--- config.mk ---
export PLATFORM = sky130hd
export DESIGN_NAME = arcade_wrapper
export DESIGN_NICKNAME = d
export VERILOG_FILES = /design/src/rtl/arcade_wrapper.sv
export SDC_FILE = /design/constraint.sdc
export NUM_CORES = 1
export LEC_CHECK = 0
export ABC_AREA = 0
export CORE_MARGIN = 3
export CORE_UTILIZATION = 63
export DETAILED_ROUTE_END_ITERATION = 6
export PLACE_DENSITY = 0.85
export SYNTH_ARGS = -nofsm -noshare
export SYNTH_HDL_FRONTEND = slang
export SYNTH_SLANG_ARGS = --single-unit
--- constraint.sdc ---
create_clock -name clk -period 6.8 [get_ports clk]
set_clock_uncertainty 0.15 [all_clocks]
set_input_delay 1.7 -clock clk [delete_from_list [all_inputs] [get_ports clk]]
set_output_delay 1.7 -clock clk [all_outputs]
set_load 0.005 [all_outputs]
--- src/rtl/arcade_wrapper.sv ---
// Two-player reaction arcade top: 8N1 UART config receiver, button conditioning
// and the game state machine, all driving registered pin-level outputs.
module arcade_wrapper #(
  parameter int unsigned CLK_HZ         = 50000000,
  parameter int unsigned BIT_RATE       = 9600,
  parameter int unsigned DELAY_CYCLES   = 200,
  parameter int unsigned BUZZ_CYCLES    = 100,
  parameter int unsigned DEFAULT_TARGET = 5
) (
  input  logic        clk,
  input  logic        rst,
  input  logic        uart_rxd,
  input  logic        uart_rx_en,
  output logic        uart_rx_break,
  output logic        uart_rx_valid,
  output logic [7:0]  uart_rx_data,
  input  logic [2:0]  input_gpio_pins,
  output logic [11:0] output_gpio_pins,
  output logic        write_done,
  output logic [2:0]  instructions,
  output logic        buzzer
);

  localparam int unsigned ClksPerBit = CLK_HZ / BIT_RATE;
  localparam int unsigned HalfBit    = ClksPerBit / 2;
  localparam int unsigned CntW       = $clog2(ClksPerBit + 1);
  localparam int unsigned DlyW       = $clog2(DELAY_CYCLES + 1);
  localparam int unsigned BzW        = $clog2(BUZZ_CYCLES + 1);

  typedef enum logic [1:0] {RxIdle, RxStart, RxData, RxStop} rx_state_e;
  typedef enum logic [2:0] {
    StIdle  = 3'd0,
    StWait  = 3'd1,
    StGo    = 3'd2,
    StScore = 3'd3,
    StOver  = 3'd4
  } game_state_e;

  function automatic logic [3:0] sat_inc(input logic [3:0] v);
    return (v == 4'hF) ? v : v + 4'd1;
  endfunction

  // Input conditioning
  logic       rxd_meta_q, rxd_sync_q, rxd_prev_q;
  logic [2:0] btn_meta_q, btn_sync_q, btn_prev_q, btn_evt_q;

  always_ff @(posedge clk or posedge rst) begin
    if (rst) begin
      rxd_meta_q <= 1'b1;
      rxd_sync_q <= 1'b1;
      rxd_prev_q <= 1'b1;
      btn_meta_q <= '0;
      btn_sync_q <= '0;
      btn_prev_q <= '0;
      btn_evt_q  <= '0;
    end else begin
      rxd_meta_q <= uart_rxd;
      rxd_sync_q <= rxd_meta_q;
      rxd_prev_q <= rxd_sync_q;
      btn_meta_q <= input_gpio_pins;
      btn_sync_q <= btn_meta_q;
      btn_prev_q <= btn_sync_q;
      btn_evt_q  <= btn_sync_q & ~btn_prev_q;
    end
  end

  logic start_e, p1_e, p2_e;
  assign p1_e    = btn_evt_q[0];
  assign p2_e    = btn_evt_q[1];
  assign start_e = btn_evt_q[2];

  // UART receiver
  rx_state_e       rx_state_q, rx_state_d;
  logic [CntW-1:0] cnt_q, cnt_d;
  logic [2:0]      bit_q, bit_d;
  logic [7:0]      shift_q, shift_d, rx_data_d;
  logic            rx_valid_d, rx_break_d;

  always_comb begin
    rx_state_d = rx_state_q;
    cnt_d      = cnt_q;
    bit_d      = bit_q;
    shift_d    = shift_q;
    rx_data_d  = uart_rx_data;
    rx_valid_d = 1'b0;
    rx_break_d = 1'b0;
    if (!uart_rx_en) begin
      rx_state_d = RxIdle;
    end else begin
      case (rx_state_q)
        RxIdle: begin
          if (rxd_prev_q && !rxd_sync_q) begin
            rx_state_d = RxStart;
            cnt_d      = '0;
          end
        end
        RxStart: begin
          if (cnt_q == CntW'(HalfBit - 1)) begin
            cnt_d      = '0;
            bit_d      = '0;
            // Line back high at mid start bit: treat as a glitch
            rx_state_d = rxd_sync_q ? RxIdle : RxData;
          end else begin
            cnt_d = cnt_q + 1'b1;
          end
        end
        RxData: begin
          if (cnt_q == CntW'(ClksPerBit - 1)) begin
            cnt_d   = '0;
            shift_d = {rxd_sync_q, shift_q[7:1]};
            if (bit_q == 3'd7) rx_state_d = RxStop;
            else               bit_d      = bit_q + 3'd1;
          end else begin
            cnt_d = cnt_q + 1'b1;
          end
        end
        RxStop: begin
          if (cnt_q == CntW'(ClksPerBit - 1)) begin
            rx_state_d = RxIdle;
            if (rxd_sync_q) begin
              rx_data_d  = shift_q;
              rx_valid_d = 1'b1;
            end else if (shift_q == 8'h00) begin
              rx_break_d = 1'b1;
            end
          end else begin
            cnt_d = cnt_q + 1'b1;
          end
        end
        default: rx_state_d = RxIdle;
      endcase
    end
  end

  // Configuration
  logic       loaded_q, loaded_d;
  logic [3:0] target_q, target_d;

  always_comb begin
    loaded_d = loaded_q;
    target_d = target_q;
    if (uart_rx_valid && !loaded_q) begin
      loaded_d = 1'b1;
      target_d = (uart_rx_data[3:0] == 4'd0) ? 4'(DEFAULT_TARGET) : uart_rx_data[3:0];
    end
  end

  // Game FSM
  game_state_e     state_q, state_d;
  logic [DlyW-1:0] dly_q, dly_d;
  logic [BzW-1:0]  bz_q, bz_d;
  logic [3:0]      p1_q, p1_d, p2_q, p2_d;
  logic            win1_d, win2_d;

  always_comb begin
    state_d = state_q;
    dly_d   = dly_q;
    bz_d    = bz_q;
    p1_d    = p1_q;
    p2_d    = p2_q;
    case (state_q)
      StIdle: begin
        if (write_done && start_e) begin
          state_d = StWait;
          dly_d   = DlyW'(DELAY_CYCLES);
        end
      end
      StWait: begin
        if (write_done) begin
          if (p1_e && p2_e) begin
            dly_d = DlyW'(DELAY_CYCLES);
          end else if (p1_e || p2_e) begin
            // Early press is a foul: the opponent scores
            if (p1_e) p2_d = sat_inc(p2_q);
            else      p1_d = sat_inc(p1_q);
            state_d = StScore;
            bz_d    = BzW'(BUZZ_CYCLES - 1);
          end else if (dly_q == '0) begin
            state_d = StGo;
          end else begin
            dly_d = dly_q - 1'b1;
          end
        end
      end
      StGo: begin
        if (write_done) begin
          if (p1_e && p2_e) begin
            state_d = StWait;
            dly_d   = DlyW'(DELAY_CYCLES);
          end else if (p1_e || p2_e) begin
            if (p1_e) p1_d = sat_inc(p1_q);
            else      p2_d = sat_inc(p2_q);
            state_d = StScore;
            bz_d    = BzW'(BUZZ_CYCLES - 1);
          end
        end
      end
      StScore: begin
        if (write_done) begin
          if (bz_q == '0) begin
            if (p1_q == target_q || p2_q == target_q) begin
              state_d = StOver;
            end else begin
              state_d = StWait;
              dly_d   = DlyW'(DELAY_CYCLES);
            end
          end else begin
            bz_d = bz_q - 1'b1;
          end
        end
      end
      StOver: begin
        if (write_done && start_e) begin
          p1_d    = '0;
          p2_d    = '0;
          state_d = StWait;
          dly_d   = DlyW'(DELAY_CYCLES);
        end
      end
      default: state_d = StIdle;
    endcase
  end

  assign win1_d = (state_d == StOver) && (p1_d == target_q);
  assign win2_d = (state_d == StOver) && (p2_d == target_q);

  always_ff @(posedge clk or posedge rst) begin
    if (rst) begin
      rx_state_q       <= RxIdle;
      cnt_q            <= '0;
      bit_q            <= '0;
      shift_q          <= '0;
      uart_rx_data     <= '0;
      uart_rx_valid    <= 1'b0;
      uart_rx_break    <= 1'b0;
      loaded_q         <= 1'b0;
      target_q         <= 4'(DEFAULT_TARGET);
      write_done       <= 1'b0;
      state_q          <= StIdle;
      dly_q            <= '0;
      bz_q             <= '0;
      p1_q             <= '0;
      p2_q             <= '0;
      instructions     <= '0;
      buzzer           <= 1'b0;
      output_gpio_pins <= '0;
    end else begin
      rx_state_q       <= rx_state_d;
      cnt_q            <= cnt_d;
      bit_q            <= bit_d;
      shift_q          <= shift_d;
      uart_rx_data     <= rx_data_d;
      uart_rx_valid    <= rx_valid_d;
      uart_rx_break    <= rx_break_d;
      loaded_q         <= loaded_d;
      target_q         <= target_d;
      write_done       <= loaded_q | ~uart_rx_en;
      state_q          <= state_d;
      dly_q            <= dly_d;
      bz_q             <= bz_d;
      p1_q             <= p1_d;
      p2_q             <= p2_d;
      instructions     <= state_d;
      buzzer           <= (state_d == StScore);
      output_gpio_pins <= {(state_d == StOver), win2_d, win1_d, (state_d == StGo), p2_d, p1_d};
    end
  end

endmodule

# Word level (Yosys, flattened, before mapping)
# Index checks and enable logic that the tools add are counted.
# Widths: inputs -> output; s select.
# op_classes
n_addsub,6
eq_ne,42
muxes,78
bitwise_logic,4
n_reduce_logical,28
# ops
op,n
$mux 4,21
$mux 8,10
$mux 13,4
$pmux 13 s4,1
$mux 3,14
$mux 7,5
$pmux 8 s4,1
$ne 2x2->1 const B,13
$pmux 4 s3,2
$ne 3x3->1 const B,7
$eq 4x4->1,4
$logic_not 8->1,2
$mux 2,7
$pmux 7 s2,1
$add 13x1->13 const B,1
$eq 13x12->1 const B,1
$eq 13x13->1 const B,1
$eq 3x2->1 const B,4
$pmux 3 s4,1
$reduce_and 10->1,1
$reduce_and 5->1,2
$eq 3x3->1 const B,3
$mux 1,9
$add 4x1->4 const B,2
other kinds (27),41
# totals
register_bits,96
out_inout_bits,27
word_cells,182

# Depth between registers and ports, before layout
# logic_depth
ltp_word,9
mapped_depth,9
depth_no_buf,8

# Worst setup path before layout
# OpenSTA, ideal clock, no wires.
# synth_path
path_kind,input to register
start,input uart_rx_en
end,register uart_rx_data[0]
setup_time_ns,0.128
arrival_ns,2.676
t_required_ns,6.522
setup_slack_ns,3.847
cell_stages,6
n_path_buf,2
path_cell_list,clkbuf_1 > nand2_1 > nor2_1 > and2_1 > buf_2 > mux2_1
# synth_via
elab_chain_len,1
# synth_lines
element,line_no,text
start: declaration,13,"input logic uart_rx_en,"
$reduce_and 4->1 (no source line),--,
end signal: assignment,252,uart_rx_data <= rx_data_d;
end: declaration,16,"output logic [7:0] uart_rx_data,"
# Every way passes these cells.
# A chain may end at the register's enable or synchronous reset.

==> impl_results.md <==
- DPL Wire Length: 6380 um
- Most frequent cells in the layout: dfrtp_1 (83), nor2_1 (36), nand2_1 (35), clkdlybuf4s50_1 (33), inv_1 (22)
- Top cells by area, synth: dfrtp_1 (45%), nor2_1 (3.0%), dfstp_2 (2.9%)
- Antenna diodes: 0
- Reg2Reg Depth: 7
- CP Max Fanout: 14
- Syn Nets: 458
- Worst-skew pair later-pin latency: around 350 ps
- Pre-CTS WS: about 3200 ps
- Sink Count: 88
- Mapped Cells: ~440
- Vias in the first global route: 3,410
- CTS tree: yes
- Slew HR: about 30%
- Final Util: about three quarters
- CP Cell Sequence: clkdlybuf4s50_1
- Clk buf depth: 2
- Peak Freq: a little under 300 MHz
- DIE WIDTH: 91.1 um
- Total GRT Usage: between 20 and 25%
- Worst hold stages: 0
- Largest net degree at the start of global routing: between 80 and 90
- Via density: ~6.0
- Pwr per Cell Area: roughly 300 mW/mm2
- Die area: between 0.008 and 0.009 mm2
- Initial antenna violation count: 0
- Part of the Yosys area used for sequential elements: roughly 48%
- Worst-path clk slew: around 90 ps
- Post-Syn Area: approximately 0.0046 mm2
- Ys async rst share: 100%
- Global route overflow: 0
- Setup TNS: 0 ps
- Met3 GRT Util: around 4.6%
- Initial Utilization: between 60% and 70%
- EDFF count, synth: 0
- Stages on worst setup path: 1
- FP Rows: 30
- Startpoint types: register
- GP Congestion: ~0.91
- Top_reg_cell synth: dfrtp_1
- Clock Tree Root: clkbuf_8
- Most common cell after layout, fill and taps aside: dfrtp_1
- Core Box Area: 0.00691 mm2
- Yosys top cell area share: a little under half
- Slowest-stage cell, CP: dfrtp_1
- Met1 GRT Util: 30.9%
- Hold Vio Cnt, Final: 0
- TritonCTS Buffers: 9
- Slew @ Worst Pin: ~1100 ps
- Die Height: around 91 um
- Outcome: finished, final reports clean
- RSZ-0062 raised after global routing: false
- Syn Area/Cell: 10.3 um2
- Post-route ant nets: 0
- First-pass GRT wire length: around 16,000 um
- Hold slack: 199 ps
- Period utilisation layout: 50.9%
- Synth Register Bits: 88
- Min Clock Period, post-route: about 3500 ps
- Cell variety after synth: between 70 and 80
- Cell taking the most area after synthesis: dfrtp_1
- WP buf/inv: 1
- Family with the most delay on the worst path: flip-flops
- DRC errors left: 0
- Hold-fix buffer count after cts: 0
- Layout area overhead: 12.9%
- Final slew viol count: 0
- Req. time, crit path: 4950 ps
- Post-cts sizing count: 0
- GRT busiest layer: met2
- Share of cells above drive strength 1: under 10%
- WP data arrival: around 1600 ps
- GRT met2 Usage: a little under two fifths
- Final wirelength: approximately 9100 um
- Maximum VDD drop: roughly 0.0002 V
- Pwr Total: 1.52 mW
- WL/cell: around 16 um
- IO buf count: 33
- Worst path max stage delay: 660 ps
- Crit Path Class: register to primary output
- Final net count: about 490
- Drt first pass iters: 4
- Post-CTS setup buffer count: 0
- Final WS setup: approximately 3300 ps
- DRT iter0 DRCs: 237
- CP endpoint kind: primary output
- Yosys warning count: 0
- IO Pins: 34
- Worst min-delay path class: register to register
- H-tree Lvls: 3
- Via count: 3,456
- Max capacitance violation total: 0
- Leakage power: approximately 2.3 nW
- Final setup fails: 0
==> path summary, 6_finish.rpt <==
kind	start	endpoint	slack [ps]
min in group asynchronous	rst	dly_q[0]$_DFFE_PP0P_	1850
setup / recovery	state_q[2]$_DFF_PP0_	instructions[2]	3340
hold reg to reg	btn_meta_q[0]$_DFF_PP0_	btn_sync_q[0]$_DFF_PP0_	200
hold / removal	btn_meta_q[0]$_DFF_PP0_	btn_sync_q[0]$_DFF_PP0_	200
max in group asynchronous	rst	output_gpio_pins[3]$_DFF_PP0_	3980
setup reg to reg	btn_evt_q[0]$_DFF_PP0_	output_gpio_pins[10]$_DFF_PP0_	3800
==> synthesized netlist by cell type (4+ instances only) <==
master	instances
a31oi_1	4
mux2i_1	5
o211ai_1	4
dfstp_2	5
mux2_1	9
o21ai_0	11
nor4bb_1	5
xnor2_1	9
nor2_1	36
a21oi_1	12
and2_1	4
dfrtp_1	83
nand4_1	7
nor2b_1	13
nand3_1	13
mux2_2	11
inv_1	23
and3_1	6
clkbuf_1	8
xor2_1	12
nand2b_1	9
nor4_1	4
ha_1	9
nand2_1	35
o31ai_1	6
o21ai_1	15
nor3_1	12
==> per-layer routing <==
metal	routed length, um	up-vias
met4	160	0
met5	0	-
met1	4150	1690
met2	4380	106
li1	-	1643
met3	431	17
==> cell families after synthesis <==
| kind of cell | count (synthesis) | synth area share [%] |
|---|---|---|
| AOI/OAI and AO/OA | 88 | 13.5 |
| and+or+nand+nor | 172 | 21.5 |
| xor gates and xnor gates | 21 | 4.03 |
| adders and majority gates | 9 | 2.47 |
| DFF | 88 | 48.4 |
| buffers and inverters | 39 | 4.08 |
| muxes | 25 | 6.03 |
==> report_power, final <==
group          switching [mW]  internal, mW
Clock                   0.186         0.220
Sequential             0.0918         0.589
Combinational           0.234         0.201
Total                   0.512          1.01
==> layout make-up <==
class / count / area [um2]
Fill cell: 513 / 1750
Sequential cell: 88 / 2210
Tap cell: 96 / 120
Timing Repair Buffer: 35 / 345
Clock inverter: 4 / 77.6
Clock buffer: 12 / 145
Inverter: 23 / 87.6
Multi-Input combinational cell: 315 / 2170
==> metrics by stage <==
stage	std cells	instance area, um2
4_1_cts	573	5150
3_5_place_dp	557	4930
2_1_floorplan	442	4570
3_3_place_gp	557	4930
6_report	573	5150
5_1_grt	573	5150
==> registers in the layout (all words and copies together), names as in the netlist <==
signal,count
cnt_q,13
dly_q,8
shift_q,8
uart_rx_data,8
bz_q,7
output_gpio_pins,6
target_q,4
bit_q,3
btn_evt_q,3
btn_meta_q,3
btn_prev_q,3
btn_sync_q,3
p1_q,3
p2_q,3
state_q,3
rx_state_q,2
buzzer,1
loaded_q,1
rxd_meta_q,1
rxd_prev_q,1
rxd_sync_q,1
uart_rx_break,1
uart_rx_valid,1
write_done,1
Power figures use the tool's default switching activity.
